### src/rtl/jt053246_drq_pkg.sv
// Shared types and constants for the 053246 draw-request queue.
// Entry layout matches the field order the line drawer consumes (MSB = code).
package jt053246_drq_pkg;

  localparam int unsigned DRQ_EW = 56;

  // Debug read selectors, decoded from st_addr[0]
  localparam bit DRQ_ST_DEPTH = 1'b0;
  localparam bit DRQ_ST_OVF   = 1'b1;

  typedef struct packed {
    logic [15:0] code;
    logic [9:0]  attr;
    logic        hflip;
    logic        vflip;
    logic [8:0]  hpos;
    logic [3:0]  ysub;
    logic [11:0] hzoom;
    logic        hz_keep;
    logic [1:0]  shd;
  } drq_entry_t;

endpackage

### src/rtl/jt053246_drq_fifo.sv
// Circular command store for the draw-request queue: pointers, count and a
// dual-port style RAM (write on push, asynchronous read at rd_ptr).
module jt053246_drq_fifo
  import jt053246_drq_pkg::*;
#(
  parameter int unsigned AW = 3
) (
  input  logic        i_clk,
  input  logic        i_rst_n,
  input  logic        i_cen,
  input  logic        i_push,
  input  logic        i_pop,
  input  logic        i_flush,
  input  drq_entry_t  i_wr_ent,
  output drq_entry_t  o_rd_ent,
  output logic [AW:0] o_count_nxt,
  output logic        o_full,
  output logic        o_empty
);

  localparam int unsigned Depth = 1 << AW;
  localparam logic [AW:0] DepthC = (AW + 1)'(Depth);

  drq_entry_t    r_mem [Depth];
  logic [AW-1:0] r_wr_ptr, r_rd_ptr;
  logic [AW-1:0] w_wr_ptr_nxt, w_rd_ptr_nxt;
  logic [AW:0]   r_count, w_count_nxt;
  logic          r_full, r_empty;
  logic          w_wr_en, w_rd_en;

  assign w_wr_en = i_push & ~r_full & ~i_flush;
  assign w_rd_en = i_pop & ~r_empty & ~i_flush;

  always_comb begin
    w_wr_ptr_nxt = r_wr_ptr;
    w_rd_ptr_nxt = r_rd_ptr;
    w_count_nxt  = r_count;
    if (i_flush) begin
      // Drop everything queued; the write pointer keeps its place
      w_rd_ptr_nxt = r_wr_ptr;
      w_count_nxt  = '0;
    end else begin
      if (w_wr_en) w_wr_ptr_nxt = r_wr_ptr + 1'b1;
      if (w_rd_en) w_rd_ptr_nxt = r_rd_ptr + 1'b1;
      unique case ({w_wr_en, w_rd_en})
        2'b10:   w_count_nxt = r_count + 1'b1;
        2'b01:   w_count_nxt = r_count - 1'b1;
        default: w_count_nxt = r_count;
      endcase
    end
  end

  always_ff @(posedge i_clk or negedge i_rst_n) begin
    if (!i_rst_n) begin
      r_wr_ptr <= '0;
      r_rd_ptr <= '0;
      r_count  <= '0;
      r_full   <= 1'b0;
      r_empty  <= 1'b1;
    end else if (i_cen) begin
      r_wr_ptr <= w_wr_ptr_nxt;
      r_rd_ptr <= w_rd_ptr_nxt;
      r_count  <= w_count_nxt;
      r_full   <= (w_count_nxt == DepthC);
      r_empty  <= (w_count_nxt == '0);
    end
  end

  // RAM contents survive reset; only valid entries are ever read
  always_ff @(posedge i_clk) begin
    if (i_cen && w_wr_en) r_mem[r_wr_ptr] <= i_wr_ent;
  end

  assign o_rd_ent    = r_mem[r_rd_ptr];
  assign o_count_nxt = w_count_nxt;
  assign o_full      = r_full;
  assign o_empty     = r_empty;

endmodule

### src/rtl/jt053246_drq.sv
// Draw-request queue and dispatcher between the 053246 scanner and the line drawer.
// Define JT053246_DRQ_STATS_EN to build the peak-depth / overflow debug counters.
module jt053246_drq
  import jt053246_drq_pkg::*;
#(
  parameter int unsigned AW = 3
) (
  input  logic              i_clk,
  input  logic              i_rst_n,
  input  logic              i_cen,
  input  logic              i_line_start,
  input  logic              i_vs,
  input  logic              i_push,
  input  logic [DRQ_EW-1:0] i_push_ent,
  output logic              o_full,
  output logic              o_pending,
  output logic              o_dr_start,
  input  logic              i_dr_busy,
  output logic [15:0]       o_code,
  output logic [9:0]        o_attr,
  output logic              o_hflip,
  output logic              o_vflip,
  output logic [8:0]        o_hpos,
  output logic [3:0]        o_ysub,
  output logic [11:0]       o_hzoom,
  output logic              o_hz_keep,
  output logic [1:0]        o_shd,
  input  logic [7:0]        i_st_addr,
  output logic [7:0]        o_st_dout
);

  drq_entry_t  w_wr_ent, w_rd_ent;
  drq_entry_t  r_cmd;
  logic [AW:0] w_count_nxt;
  logic        w_full, w_empty;
  logic        w_push, w_pop;
  logic        r_dr_start, r_pending;

  assign w_wr_ent = drq_entry_t'(i_push_ent);
  assign w_push   = i_push & ~i_line_start;
  // Blocking on r_dr_start leaves a dead cen after each start, covering busy-rise latency
  assign w_pop    = ~w_empty & ~i_dr_busy & ~r_dr_start & ~i_line_start;

  jt053246_drq_fifo #(
    .AW (AW)
  ) u_fifo (
    .i_clk       (i_clk),
    .i_rst_n     (i_rst_n),
    .i_cen       (i_cen),
    .i_push      (w_push),
    .i_pop       (w_pop),
    .i_flush     (i_line_start),
    .i_wr_ent    (w_wr_ent),
    .o_rd_ent    (w_rd_ent),
    .o_count_nxt (w_count_nxt),
    .o_full      (w_full),
    .o_empty     (w_empty)
  );

  always_ff @(posedge i_clk or negedge i_rst_n) begin
    if (!i_rst_n) begin
      r_dr_start <= 1'b0;
      r_pending  <= 1'b0;
      r_cmd      <= '0;
    end else if (i_cen) begin
      r_dr_start <= w_pop;
      r_pending  <= (w_count_nxt != '0) | i_dr_busy | w_pop;
      if (w_pop) r_cmd <= w_rd_ent;
    end
  end

  assign o_full     = w_full;
  assign o_pending  = r_pending;
  assign o_dr_start = r_dr_start;
  assign o_code     = r_cmd.code;
  assign o_attr     = r_cmd.attr;
  assign o_hflip    = r_cmd.hflip;
  assign o_vflip    = r_cmd.vflip;
  assign o_hpos     = r_cmd.hpos;
  assign o_ysub     = r_cmd.ysub;
  assign o_hzoom    = r_cmd.hzoom;
  assign o_hz_keep  = r_cmd.hz_keep;
  assign o_shd      = r_cmd.shd;

`ifdef JT053246_DRQ_STATS_EN
  logic [AW:0] r_max_depth;
  logic [7:0]  r_ovf_cnt;
  logic [7:0]  r_st_dout;
  logic        r_vs_l;
  logic        w_vs_rise, w_drop;
  logic        w_unused;

  assign w_vs_rise = i_vs & ~r_vs_l;
  assign w_drop    = i_push & w_full & ~i_line_start;
  assign w_unused  = ^i_st_addr[7:1];

  always_ff @(posedge i_clk or negedge i_rst_n) begin
    if (!i_rst_n) begin
      r_max_depth <= '0;
      r_ovf_cnt   <= '0;
      r_st_dout   <= '0;
      r_vs_l      <= 1'b0;
    end else if (i_cen) begin
      r_vs_l    <= i_vs;
      r_st_dout <= (i_st_addr[0] == DRQ_ST_OVF) ? r_ovf_cnt : 8'(r_max_depth);
      if (w_vs_rise) begin
        r_max_depth <= '0;
        r_ovf_cnt   <= '0;
      end else begin
        if (w_count_nxt > r_max_depth) r_max_depth <= w_count_nxt;
        if (w_drop && (r_ovf_cnt != 8'hff)) r_ovf_cnt <= r_ovf_cnt + 8'd1;
      end
    end
  end

  assign o_st_dout = r_st_dout;
`else
  logic w_unused;

  assign w_unused  = ^{i_vs, i_st_addr};
  assign o_st_dout = '0;
`endif

endmodule

### config.mk
export PLATFORM = sky130hd
export DESIGN_NAME = jt053246_drq
export DESIGN_NICKNAME = d
export VERILOG_FILES = /design/src/rtl/jt053246_drq_pkg.sv /design/src/rtl/jt053246_drq_fifo.sv /design/src/rtl/jt053246_drq.sv
export SDC_FILE = /design/constraint.sdc
export NUM_CORES = 1
export LEC_CHECK = 0
export CAP_MARGIN = 20
export CELL_PAD_IN_SITES_DETAIL_PLACEMENT = 1
export CELL_PAD_IN_SITES_GLOBAL_PLACEMENT = 2
export CORE_MARGIN = 3
export CORE_UTILIZATION = 50
export CTS_CLUSTER_DIAMETER = 200
export DETAILED_ROUTE_END_ITERATION = 8
export HOLD_SLACK_MARGIN = 0.06
export PLACE_DENSITY = 0.91
export SETUP_SLACK_MARGIN = 0.2
export SLEW_MARGIN = 20
export SYNTH_ARGS = -nofsm -noshare
export SYNTH_HDL_FRONTEND = slang
export SYNTH_HIERARCHICAL = 1
export SYNTH_SLANG_ARGS = --single-unit
### constraint.sdc
create_clock -name i_clk -period 14.5 [get_ports i_clk]
set_input_delay 2.9 -clock i_clk [delete_from_list [all_inputs] [get_ports i_clk]]
set_output_delay 2.9 -clock i_clk [all_outputs]
set_load 0.01 [all_outputs]
### Word level (Yosys, flattened, before mapping)

Memories as Yosys holds them, arrays and structs flattened. A register that Yosys moved wholly into a read port is not among the register bits.
Cells that the tools add are included.

| storage, ports and cells | value |
|---|---|
| register bits after elaboration | 14 |
| bits in latches | 0 |
| memory bits (writable) | 448 |
| bits in read-only memories | 0 |
| input port bits | 71 |
| output and inout bits | 67 |
| word-level logic and storage cells | 44 |
| memories | 1 |

| operators by class | value |
|---|---|
| $add $sub $neg | 4 |
| $mul | 0 |
| divide/modulo/power cells | 0 |
| magnitude comparators | 0 |
| eq/ne operators | 3 |
| shifts and indexed selects | 0 |
| mux-type cells | 6 |
| bitwise operators | 15 |
| reduce and logical (&&, ||, !) cells | 8 |

Memory list:

| memory | depth | width | rd ports | clocked after Yosys merged registers in | wr ports | line | text |
|---|---|---|---|---|---|---|---|
| u_fifo.r_mem | 8 | 56 | 1 | 1 | 1 | jt053246_drq_fifo.sv:24 | `drq_entry_t r_mem [Depth];` |

Operators with widths:

| operator | count |
|---|---|
| 1-bit bitwise AND | 8 |
| 4-bit one-hot mux with 2 select lines | 1 |
| 3-bit by 1-bit adder with 3-bit output (second input constant) | 2 |
| 3-bit two-way mux | 2 |
| 1-bit inverter | 5 |
| 4-bit by 1-bit adder with 4-bit output (second input constant) | 1 |
| 4-bit equality test (second input constant) | 1 |
| 4-bit zero test | 1 |
| 4-bit two-way mux | 1 |
| 2-bit AND reduction | 2 |
| 4-bit nonzero test | 1 |
| 4-bit by 1-bit subtractor with 4-bit output (second input constant) | 1 |
| 3-bit AND reduction | 1 |
| 2-bit by 1-bit equality test with 1-bit output (second input constant) | 1 |
| 2-bit equality test (second input constant) | 1 |
| 1-bit two-way mux | 2 |
| 1-bit OR | 2 |
| 2-bit nonzero test | 1 |
| 1-bit logical AND | 1 |
| 1-bit zero test | 1 |

### Logic depth before layout (Yosys ltp)

Gate-level depths: netlist (run 1).

| logic depth | value |
|---|---|
| depth in word-level cells | 12 |
| depth in mapped cells | 13 |
| gate-level depth less buffers | 13 |

### Hierarchy

Netlist (run 1), hierarchy kept.

Modules (own cells, without submodules):

| module | instances | cells an instance | area an instance (µm²) | seq. area each (µm²) |
|---|---|---|---|---|
| jt053246_drq_fifo | 1 | 744 | 17625.7 | 13754.4 |
| jt053246_drq | 1 | 138 | 2373.5 | 1451.4 |

### Worst setup path after synthesis (run 1)

OpenSTA, ideal clock, no wires.

| path | value |
|---|---|
| path type | input-to-reg |
| start point | in i_push |
| end point | mem u_fifo/r_mem[0][0] in the netlist's numbering (enable) |
| library setup time | 0.539 ns |
| arrival time | 7.307 ns |
| required time | 13.961 ns |
| path slack | 6.654 ns |
| stages | 5 |
| path buffers | 1 |
| path through | nor2b_1 and3_1 clkbuf_1 nand2b_1 nor3_1 |

| between the ends | value |
|---|---|
| cells in the longest elaborated chain, start to end | 6 |

RTL lines:

| item | line | text |
|---|---|---|
| start, declared | jt053246_drq.sv:13 | `input logic i_push,` |
| 1-bit bitwise AND | jt053246_drq.sv:40 | `assign w_push = i_push & ~i_line_start;` |
| 1-bit bitwise AND (2 in a row) | jt053246_drq_fifo.sv:31 | `assign w_wr_en = i_push & ~r_full & ~i_flush;` |
| 1-bit logical AND | jt053246_drq_fifo.sv:71 | `if (i_cen && w_wr_en) r_mem[r_wr_ptr] <= i_wr_ent;` |
| 1-bit two-way mux | jt053246_drq_fifo.sv:71 |  |
| 1-bit two-way mux (implied by the code) | jt053246_drq_fifo.sv:71 |  |
| end, declared | jt053246_drq_fifo.sv:24 |  |

Every way passes these cells.

### Worst setup path after layout (run 1)

| path | value |
|---|---|
| start point | in i_line_start |
| end point | reg r_pending (netlist: o_pending) |

| between the ends | value |
|---|---|
| cells in the longest elaborated chain, start to end | 10 |
| elaborated cells between the ends (all ways) | 14 |
| those cells by class | eq/ne (2); mux (2); bitwise (9); reduce/logical (1) |

RTL lines:

| item | line | text |
|---|---|---|
| start, declared | jt053246_drq.sv:11 | `input logic i_line_start,` |
| 1-bit inverter (no source line) (*) | n/a |  |
| 1-bit bitwise AND (*) | jt053246_drq.sv:42 | `assign w_pop = ~w_empty & ~i_dr_busy & ~r_dr_start & ~i_line_start;` |
| named net w_pop | jt053246_drq.sv:36 | `logic w_push, w_pop;` |
| 1-bit bitwise AND (*) (2 in a row) | jt053246_drq_fifo.sv:32 | `assign w_rd_en = i_pop & ~r_empty & ~i_flush;` |
| 2-bit by 1-bit equality test with 1-bit output or 2-bit equality test (tied branches) | jt053246_drq_fifo.sv:45 | `unique case ({w_wr_en, w_rd_en})` |
| 4-bit one-hot mux with 2 select lines (*) | jt053246_drq_fifo.sv:45 |  |
| 4-bit two-way mux (*) | jt053246_drq_fifo.sv:38 | `if (i_flush) begin` |
| named net w_count_nxt[2] | jt053246_drq.sv:34 | `logic [AW:0] w_count_nxt;` |
| 4-bit nonzero test (*) | jt053246_drq.sv:67 | `r_pending <= (w_count_nxt != '0) \| i_dr_busy \| w_pop;` |
| 1-bit OR (*) (2 in a row) | jt053246_drq.sv:67 |  |
| end signal, assigned | jt053246_drq.sv:67 |  |
| end, declared | jt053246_drq.sv:37 | `logic r_dr_start, r_pending;` |

The timed path passes the listed nets; every way through them passes the cells marked *.
A chain may end at the register's enable or synchronous reset.

==> impl_metrics.yaml, run 1 <==
setup_path:
  path_class: "in -> reg"
  crit_arrival_ps: 6740
  path_max_fanout: 18
  r2r_slack_ps: 11020
  slowest_delay_ps: 790
  crit_chain: "clkdlybuf4s50_1, nor4_4, nor2b_1, nor2b_1, ha_1, xor2_1, ha_1, a21oi_1, mux2i_1, xor2_1, nor2_1, or4_1, nor3_1, a21oi_1"
  required_ps: 14930
  critical_path.slowest_cell: "clkdlybuf4s50_1"
  start_kind: "primary input"
  end_kind: "flop"
global_route:
  first_global_vias: 10025
  grt_pass1_wl_mm: 63.62
  grt-ovfl-total: 0
  grt_start_max_net_pins: 71
  grt_usage_pct: 20.34
  antenna_found_initial: 2
cts:
  htree_levels: 2
  ctsRootBufferMaster: "clkbuf_16"
  clock_path_buffers: 3
  cts_setup_buffers: 0
  cts_made_buffers: 52
  path_clk_slew_ps: 60
  clock_latency_ps: 590
  cts_tree: "done"
  clkSinkCount: 518
  hold_buffers: 0
  cts_resized: 0
power:
  p_leak_nw: 7.895
  switching_share_pct: 24.78
  combinationalPowerShare_pct: 19.9
  power.switching_mw: 1.002
  pwr-share-seq_pct: 46.0
  irDropWorstVdd_mv: 0.1039
  intPower_mw: 3.043
  p_per_area_nw_per_um2: 172.0
  p_clk_share_pct: 34.1
route:
  postRouteAntennaNets: 0
  avgRoutedWirePerCell_um: 26.59
  drc: 0
  drt_iter0_drc: 608
  first_pass_iters: 5
  num_vias: 9062
  routed_wl_mm: 42.22
  vias_per_cell: 5.707
die:
  row_count: 72
  coreArea_um2: 39100
  fp.dieArea_um2: 42430
  die_h_um: 206.0
  start_util_pct: 51.15
  dieWidth_um: 206.0
  pin_count: 138
layout:
  fin_cells: 1588
  final_area_um2: 23520
  layout-drive-gt1-share_pct: 31.71
  nets: 1102
  area_delta_synth_final_pct: 17.62
logic_synthesis:
  netlist-cell-type-count: 36
  synth.avg_cell_area_um2: 22.67
  synthAdderAreaFrac_pct: 0.3128
  yosys-top-cells-area: "edfxtp_1 67%, mux4_2 13%, dfrtp_1 8.6%"
  synth_xor_area_share_pct: 0.2628
  netlist_area_um2: 20000
  yosys.area_share.simple_pct: 1.195
  yosysTopAreaCellShare_pct: 67.27
  synth-compound-area-share_pct: 0.5255
  synth_mux_area_share_pct: 19.94
  yosys_register_bits: 518
  synth_top_family_by_area: "multiplexers"
  yosys_warnings: 6
  ys_seq_area_share_pct: 76.03
  synth_cells: 882
  yosysTopAreaCell: "edfxtp_1"
timing:
  worst_slew_margin_rel_pct: 27.66
  drv_slew: 0
  period_needed_ps: 6312
  hold_viol: 0
  post-route-period-util_pct: 43.53
  fmax_mhz: 158.4
  worst_slew_pin_slew_ps: 1085
  rsz0062_at_grt: "false"
  skew_ps: 16.80
  timing.setup.tns_ps: 0
  hold_slack_ps: 503.8
  setup_viol: 0
outcome:
  outcome: "completed"
job:
  drv_cap: 0
placed_design:
  port_buffers: 120
  gp_congestion: 0.7005
  dp.cells: 1490
  hpwl_mm: 22.48
  placed_cell_area_um2: 21730
min_path:
  hold_path_class: "reg -> reg"
==> final timing paths <==
path                                      end         start  depth (start not counted)
max in group asynchronous  u_fifo/r_rd_ptr[2]       i_rst_n                          2
setup reg to reg                    o_pending    o_dr_start                         13
hold reg to reg                    o_hzoom[0]    o_hzoom[0]                          1
min in group asynchronous          o_code[14]       i_rst_n                          1
hold / removal                     o_hzoom[0]    o_hzoom[0]                          1
setup / recovery                    o_pending  i_line_start                         14
==> logic make-up after synthesis <==
kind of cell / after synthesis
other: 1
DFF: 518
muxes: 233
buffers and inverters: 56
AOI/OAI and AO/OA: 18
and+or+nand+nor: 45
xor gates and xnor gates: 6
adders and majority gates: 5
==> registers in the layout (all words and copies together), names as in the netlist, 2 cells and up <==
| signal | flops |
|---|---|
| o_hzoom | 12 |
| o_hpos | 9 |
| o_shd | 2 |
| u_fifo/r_mem | 448 |
| o_attr | 10 |
| u_fifo/r_wr_ptr | 3 |
| u_fifo/r_count | 4 |
| u_fifo/r_rd_ptr | 3 |
| o_ysub | 4 |
| o_code | 16 |
==> stage by stage <==
stage / utilization [%] / setup slack [ps] / power [mW]
2_1_floorplan: - / 6654 / 2.373
3_3_place_gp: 55.58 / 7676 / 2.670
3_5_place_dp: 55.58 / 7652 / 2.704
4_1_cts: 60.15 / 8243 / 4.095
5_1_grt: 60.16 / 7920 / 4.214
6_report: 60.16 / 8188 / 4.045
==> cells in the final DEF (no fill, tap or decap), types with 4 or more instances in the layout <==
master	count
o21ai_0	5
clkinv_2	6
clkdlybuf4s50_1	119
a21oi_1	7
clkbuf_1	7
buf_4	15
inv_1	4
mux4_2	112
nand2_1	7
nor2_4	6
bufinv_16	6
mux2_4	29
dfrtp_1	66
nor2b_1	6
nor2_1	8
ha_1	5
clkbuf_8	7
mux2_2	88
mux2i_1	4
conb_1	8
clkinv_1	10
edfxtp_1	448
xor2_1	4
clkbuf_16	54
==> layer usage <==
metal  global-route usage [%]  vias to the layer above  share of wire (%)
met1                    27.97                     4902                 43
met3                    3.560                       49                4.5
met2                    34.35                      209                 51
li1                         -                     3900                  -
met5                        0                        -              0.031
met4                    5.042                        2                1.6
==> synth_stat cells (all sizes together) <==
cell type / instances
or3: 1
nand2b: 3
nand2: 8
a211o: 1
xnor2: 2
ha: 5
o22ai: 1
o21ai: 6
dfrtp: 69
nand3: 2
inv: 4
nor2b: 6
nor2: 14
or4: 1
xor2: 4
o221ai: 1
conb: 1
dfstp: 1
a21oi: 7
edfxtp: 448
buf: 32
nor4: 1
nor3: 5
a21o: 1
o32ai: 1
clkbuf: 20
nor3b: 2
mux2: 117
and3: 2
mux4: 112
mux2i: 4
==> worst max-delay path: cells and delay by family <==
family | cells | cell delay, ps
buf+inv | 1 | 790
mux | 1 | 340
fa+ha+maj | 2 | 500
compound gates | 2 | 230
simple gates | 6 | 1640
xor+xnor | 2 | 330
==> final cells by class <==
class                      instances  area, um^2
fill                            3238       15570
antenna                            1       2.502
inverter                           4       15.01
multi-input combinational        315        4538
clock inverter                    29       312.8
tap                              518       648.1
sequential                       518       15220
clock buffer                      68        1474
timing repair buffer             135        1315
==> power groups by stage <==
stage,Clock [mW],Sequential (mW),Combinational (mW)
2_1_floorplan,0,1.84,0.535
3_3_place_gp,0,1.88,0.788
3_5_place_dp,0,1.89,0.812
4_1_cts,1.41,1.86,0.821
5_1_grt,1.47,1.88,0.863
6_report,1.38,1.86,0.805
(Power assumes the default switching activity.)
==> inputs of run 2 (changes only) <==
--- a/config.mk
+++ b/config.mk
@@ -9,11 +9,11 @@
 export CELL_PAD_IN_SITES_DETAIL_PLACEMENT = 1
 export CELL_PAD_IN_SITES_GLOBAL_PLACEMENT = 2
 export CORE_MARGIN = 3
-export CORE_UTILIZATION = 50
+export CORE_UTILIZATION = 47
 export CTS_CLUSTER_DIAMETER = 200
 export DETAILED_ROUTE_END_ITERATION = 8
 export HOLD_SLACK_MARGIN = 0.06
-export PLACE_DENSITY = 0.91
+export PLACE_DENSITY = 0.87
 export SETUP_SLACK_MARGIN = 0.2
 export SLEW_MARGIN = 20
 export SYNTH_ARGS = -nofsm -noshare
==> constraint.sdc (replaced) <==
create_clock -name i_clk -period 6.54 [get_ports i_clk]
set_input_delay 1.308 -clock i_clk [delete_from_list [all_inputs] [get_ports i_clk]]
set_output_delay 1.308 -clock i_clk [all_outputs]
set_load 0.01 [all_outputs]
==> run 2 against run 1 <==
Die area is 6.2% higher; global-route usage down 1.2 points; hold slack got worse by 2.7 ps; via count about the same.
==> impl_metrics.yaml, run 2 (synthesized netlist as in run 1, its figures left out) <==
outcome:
  outcome: "completed"
setup_path:
  path_max_fanout: 18
  end_kind: "flop"
  path_class: "in -> reg"
  crit_arrival_ps: 5090
  required_ps: 6980
  start_kind: "primary input"
  r2r_slack_ps: 3110
die:
  pin_count: 138
  dieWidth_um: 212.3
  start_util_pct: 48.32
  die_h_um: 212.3
  row_count: 74
  fp.dieArea_um2: 45060
  coreArea_um2: 41390
cts:
  htree_levels: 2
  clock_latency_ps: 600
  cts_resized: 0
  clkSinkCount: 518
  cts_tree: "done"
  hold_buffers: 0
  path_clk_slew_ps: 60
  clock_path_buffers: 3
  cts_setup_buffers: 0
  ctsRootBufferMaster: "clkbuf_16"
  cts_made_buffers: 52
timing:
  post-route-period-util_pct: 71.03
  drv_slew: 0
  rsz0062_at_grt: "false"
  setup_viol: 0
  hold_viol: 0
  worst_slew_pin_slew_ps: 1086
  timing.setup.tns_ps: 0
  setup_ws_ps: 1895
  period_needed_ps: 4645
  worst_slew_margin_rel_pct: 27.58
  skew_ps: 16.42
  fmax_mhz: 215.3
layout:
  largest_register: "u_fifo/r_mem"
  final_area_um2: 23540
  mostFrequentLayoutCells: "448 x edfxtp_1, 119 x clkdlybuf4s50_1, 112 x mux4_2"
  area_delta_synth_final_pct: 17.71
  fin_cells: 1606
  final.fill_count: 3464
  layout_commonest_cell: "edfxtp_1"
  layout-drive-gt1-share_pct: 31.41
  nets: 1105
  largest_register_ffs: 448
placed_design:
  dp.cells: 1506
  hpwl_mm: 23.23
  placed_cell_area_um2: 21820
  port_buffers: 120
  gp_congestion: 0.7050
  dp_slack_ps: 1331
power:
  p_leak_nw: 7.888
  power.switching_mw: 2.205
  irDropWorstVdd_mv: 0.2490
  switching_share_pct: 24.95
  p_per_area_nw_per_um2: 375.4
  p_clk_share_pct: 33.2
  pwr-share-seq_pct: 46.7
  combinationalPowerShare_pct: 20.2
  p_total_mw: 8.838
  intPower_mw: 6.633
route:
  drt_iter0_drc: 626
  num_vias: 9058
  routed_wl_mm: 41.78
  avgRoutedWirePerCell_um: 26.01
  vias_per_cell: 5.640
  postRouteAntennaNets: 0
  drc: 0
  first_pass_iters: 4
global_route:
  grt_start_max_net_pins: 79
  antenna_found_initial: 3
  grt_pass1_wl_mm: 64.14
  first_global_vias: 10175
  grt_usage_pct: 19.10
  grt-ovfl-total: 0
job:
  drv_cap: 0
min_path:
  hold_path_class: "reg -> reg"
-- run 2: changes by cell type in the layout (fill, tap and decap cells not counted) --
cell and change:
clkinv_2 +2, nor3_2 -1, clkbuf_1 +12, inv_16 +2
clkinv_8 -1, clkbuf_16 -1, clkinv_1 -6, bufinv_16 -3
buf_12 +5, nor3_4 +1, clkinv_4 -2, buf_4 -2
clkinvlp_4 -2
-- run 2: worst max-delay path: stages --
cell and delay (ps):
clkdlybuf4s50_1 780, nor4_4 520, nor2b_1 200, nor2b_1 200
ha_1 300, xor2_1 100, ha_1 200, a21oi_1 170
mux2i_1 320, xor2_1 230, nor2_1 80, or4_1 450
nor3_1 150, a21oi_1 80
-- run 2: per-stage QoR --
step	utilization [%]	hold slack, ps
after detailed placement	52.73	492.9
after global routing	56.87	514.6
after floorplan	-	499.1
final	56.88	501.1
after global placement	52.70	487.8
after CTS	56.82	506.2
-- run 2: power by group through the flow --
stage / clock, mW / combinational, mW / sequential [mW]
global route: 3.14 / 1.91 / 4.17
CTS: 3.01 / 1.79 / 4.15
floorplan: 0 / 1.19 / 4.08
global placement: 0 / 1.74 / 4.20
detailed placement: 0 / 1.78 / 4.22
finish: 2.93 / 1.78 / 4.12
-- run 2: final timing paths --
check,startpoint,endpoint,cells after the start
worst max-delay path,i_line_start,o_pending,14
worst min-delay path,o_attr[9],o_attr[9],1
worst max register to register,o_dr_start,o_pending,13
worst min register to register,o_attr[9],o_attr[9],1
max in group asynchronous,i_rst_n,u_fifo/r_rd_ptr[1],2
min in group asynchronous,i_rst_n,o_pending,1
-- run 2: per-layer routing --
metal  GRT usage [%]  vias up  share of wire, %
li1                -     3904                 -
met1           26.22     4876                43
met2           32.29      222                51
met3           3.866       52               4.9
met4           3.923        4               1.5
met5               0        -             0.053
-- run 2: final cells by class --
type / instances / area (um^2) / share of cell area, %
flip-flops and latches: 518 / 15220 / 64.64
multi-input cells: 315 / 4544 / 19.30
clock buffers: 79 / 1494 / 6.346
repair buffers: 138 / 1400 / 5.948
well taps: 532 / 665.6 / 2.828
clock inverters: 19 / 201.4 / 0.8557
inverters: 4 / 15.01 / 0.06378
diodes: 1 / 2.502 / 0.01063
==> inputs of run 3 (changes only) <==
--- a/config.mk
+++ b/config.mk
@@ -9,11 +9,11 @@
 export CELL_PAD_IN_SITES_DETAIL_PLACEMENT = 1
 export CELL_PAD_IN_SITES_GLOBAL_PLACEMENT = 2
 export CORE_MARGIN = 3
-export CORE_UTILIZATION = 47
+export CORE_UTILIZATION = 42
 export CTS_CLUSTER_DIAMETER = 200
 export DETAILED_ROUTE_END_ITERATION = 8
 export HOLD_SLACK_MARGIN = 0.06
-export PLACE_DENSITY = 0.87
+export PLACE_DENSITY = 0.82
 export SETUP_SLACK_MARGIN = 0.2
 export SLEW_MARGIN = 20
 export SYNTH_ARGS = -nofsm -noshare
==> constraint.sdc (replaced) <==
create_clock -name i_clk -period 4.25 [get_ports i_clk]
set_input_delay 0.85 -clock i_clk [delete_from_list [all_inputs] [get_ports i_clk]]
set_output_delay 0.85 -clock i_clk [all_outputs]
set_load 0.01 [all_outputs]
==> run 3 against run 2 <==
Cell count grew 5.4%; routed wire length increased by 1.9%; critical path type unchanged; first-iteration DRC count decreased by 1.3%; utilization fell by 5.6 points; sequential cell count did not move; global-route usage is 1.9 points lower.
==> impl_metrics.yaml, run 3 (synthesized netlist as in run 1, its figures left out) <==
timing:
  hold_slack_ps: 312.7
  period_needed_ps: 3603
  setup_viol: 0
  skew_ps: 15.69
  worst_slew_pin_slew_ps: 1101
  post-route-period-util_pct: 84.79
  fmax_mhz: 277.5
  setup_ws_ps: 646.6
  hold_viol: 0
  rsz0062_at_grt: "false"
  drv_slew: 0
  worst_slew_margin_rel_pct: 26.63
setup_path:
  end_kind: "flop"
  path_max_fanout: 3
  reg2reg_from: "o_dr_start"
  start_kind: "primary input"
  critPathLaunch: "i_line_start"
  required_ps: 4710
  r2r_slack_ps: 1030
  crit_arrival_ps: 4070
  path_class: "in -> reg"
placed_design:
  hpwl_mm: 23.81
  gp_congestion: 0.7261
  port_buffers: 120
  dp_slack_ps: 55.11
  dp.cells: 1589
die:
  dieWidth_um: 224.2
  fp.dieArea_um2: 50270
  pin_count: 138
  row_count: 79
  coreArea_um2: 46750
  start_util_pct: 42.78
  die_h_um: 224.2
job:
  drv_cap: 0
global_route:
  grt-ovfl-total: 0
  grt_usage_pct: 17.25
  antenna_found_initial: 4
  grt_start_max_net_pins: 115
  grt_pass1_wl_mm: 65.03
  first_global_vias: 10177
route:
  avgRoutedWirePerCell_um: 25.15
  postRouteAntennaNets: 0
  first_pass_iters: 5
  routed_wl_mm: 42.56
  drc: 0
  num_vias: 9072
  vias_per_cell: 5.362
  drt_iter0_drc: 618
cts:
  path_clk_slew_ps: 60
  cts_made_buffers: 53
  cts_resized: 0
  ctsRootBufferMaster: "clkbuf_16"
  clock_latency_ps: 590
  clkSinkCount: 518
  cts_setup_buffers: 0
  cts_tree: "done"
  htree_levels: 2
  hold_buffers: 0
  clock_path_buffers: 3
layout:
  area_delta_synth_final_pct: 19.98
  nets: 1113
  layout-drive-gt1-share_pct: 32.38
  mostFrequentLayoutCells: "448 x edfxtp_1, 119 x clkdlybuf4s50_1, 112 x mux4_2"
  fin_cells: 1692
  layout_commonest_cell: "edfxtp_1"
  largest_register_ffs: 448
  largest_register: "u_fifo/r_mem"
  final_core_util_pct: 51.32
power:
  p_leak_nw: 8.040
  p_total_mw: 14.14
  irDropWorstVdd_mv: 0.4411
  p_per_area_nw_per_um2: 589.1
min_path:
  hold_path_class: "in -> async"
outcome:
  outcome: "completed"
==> run 3: final cells by class <==
type | count | area, um^2
inverters | 4 | 15.01
clock inverters | 23 | 400.4
repair buffers | 145 | 1536
clock buffers | 76 | 1505
fillers | 4121 | 22760
multi-input cells | 315 | 4551
well taps | 607 | 759.5
diodes | 4 | 10.01
flip-flops and latches | 518 | 15220
==> run 3: worst paths after layout <==
check                               endpoint  cells after the start
hold / removal             u_fifo/r_count[0]                      1
hold reg to reg                   o_hzoom[1]                      1
max in group asynchronous          o_ysub[3]                      2
setup reg to reg                   o_pending                     13
min in group i_clk                o_hzoom[1]                      1
setup / recovery                   o_pending                     14
==> run 3: power by group <==
part | internal (mW) | switching [mW] | total (mW)
logic | 1.71 | 1.15 | 2.86
clock network | 3.13 | 1.88 | 5.01
registers | 5.89 | 0.375 | 6.26
total | 10.7 | 3.41 | 14.1
==> run 3: routing by layer <==
layer  global-route usage (%)  vias up  share of wire [%]
li1                         -     3926                  -
met1                    22.99     4882                 42
met2                    29.10      202                 51
met3                    3.968       60                4.9
met4                    4.306        2                1.9
met5                        0        -              0.040
==> run 3: worst max-delay path, stage by stage <==
cell,delay [ps]
clkdlybuf4s50_1,500
nor4_4,310
nor2b_1,220
nor2b_1,230
ha_1,230
xor2_1,80
ha_1,200
a21oi_1,150
mux2i_1,360
xor2_1,230
nor2_1,80
or4_1,410
nor3_1,140
a21oi_1,80
==> run 3: through the flow <==
stage | setup TNS, ps | area, um^2
finish | 0 | 23990
global route | 0 | 23980
CTS | 0 | 23980
detailed placement | 0 | 22080
global placement | 0 | 22080
floorplan | -13450 | 20040
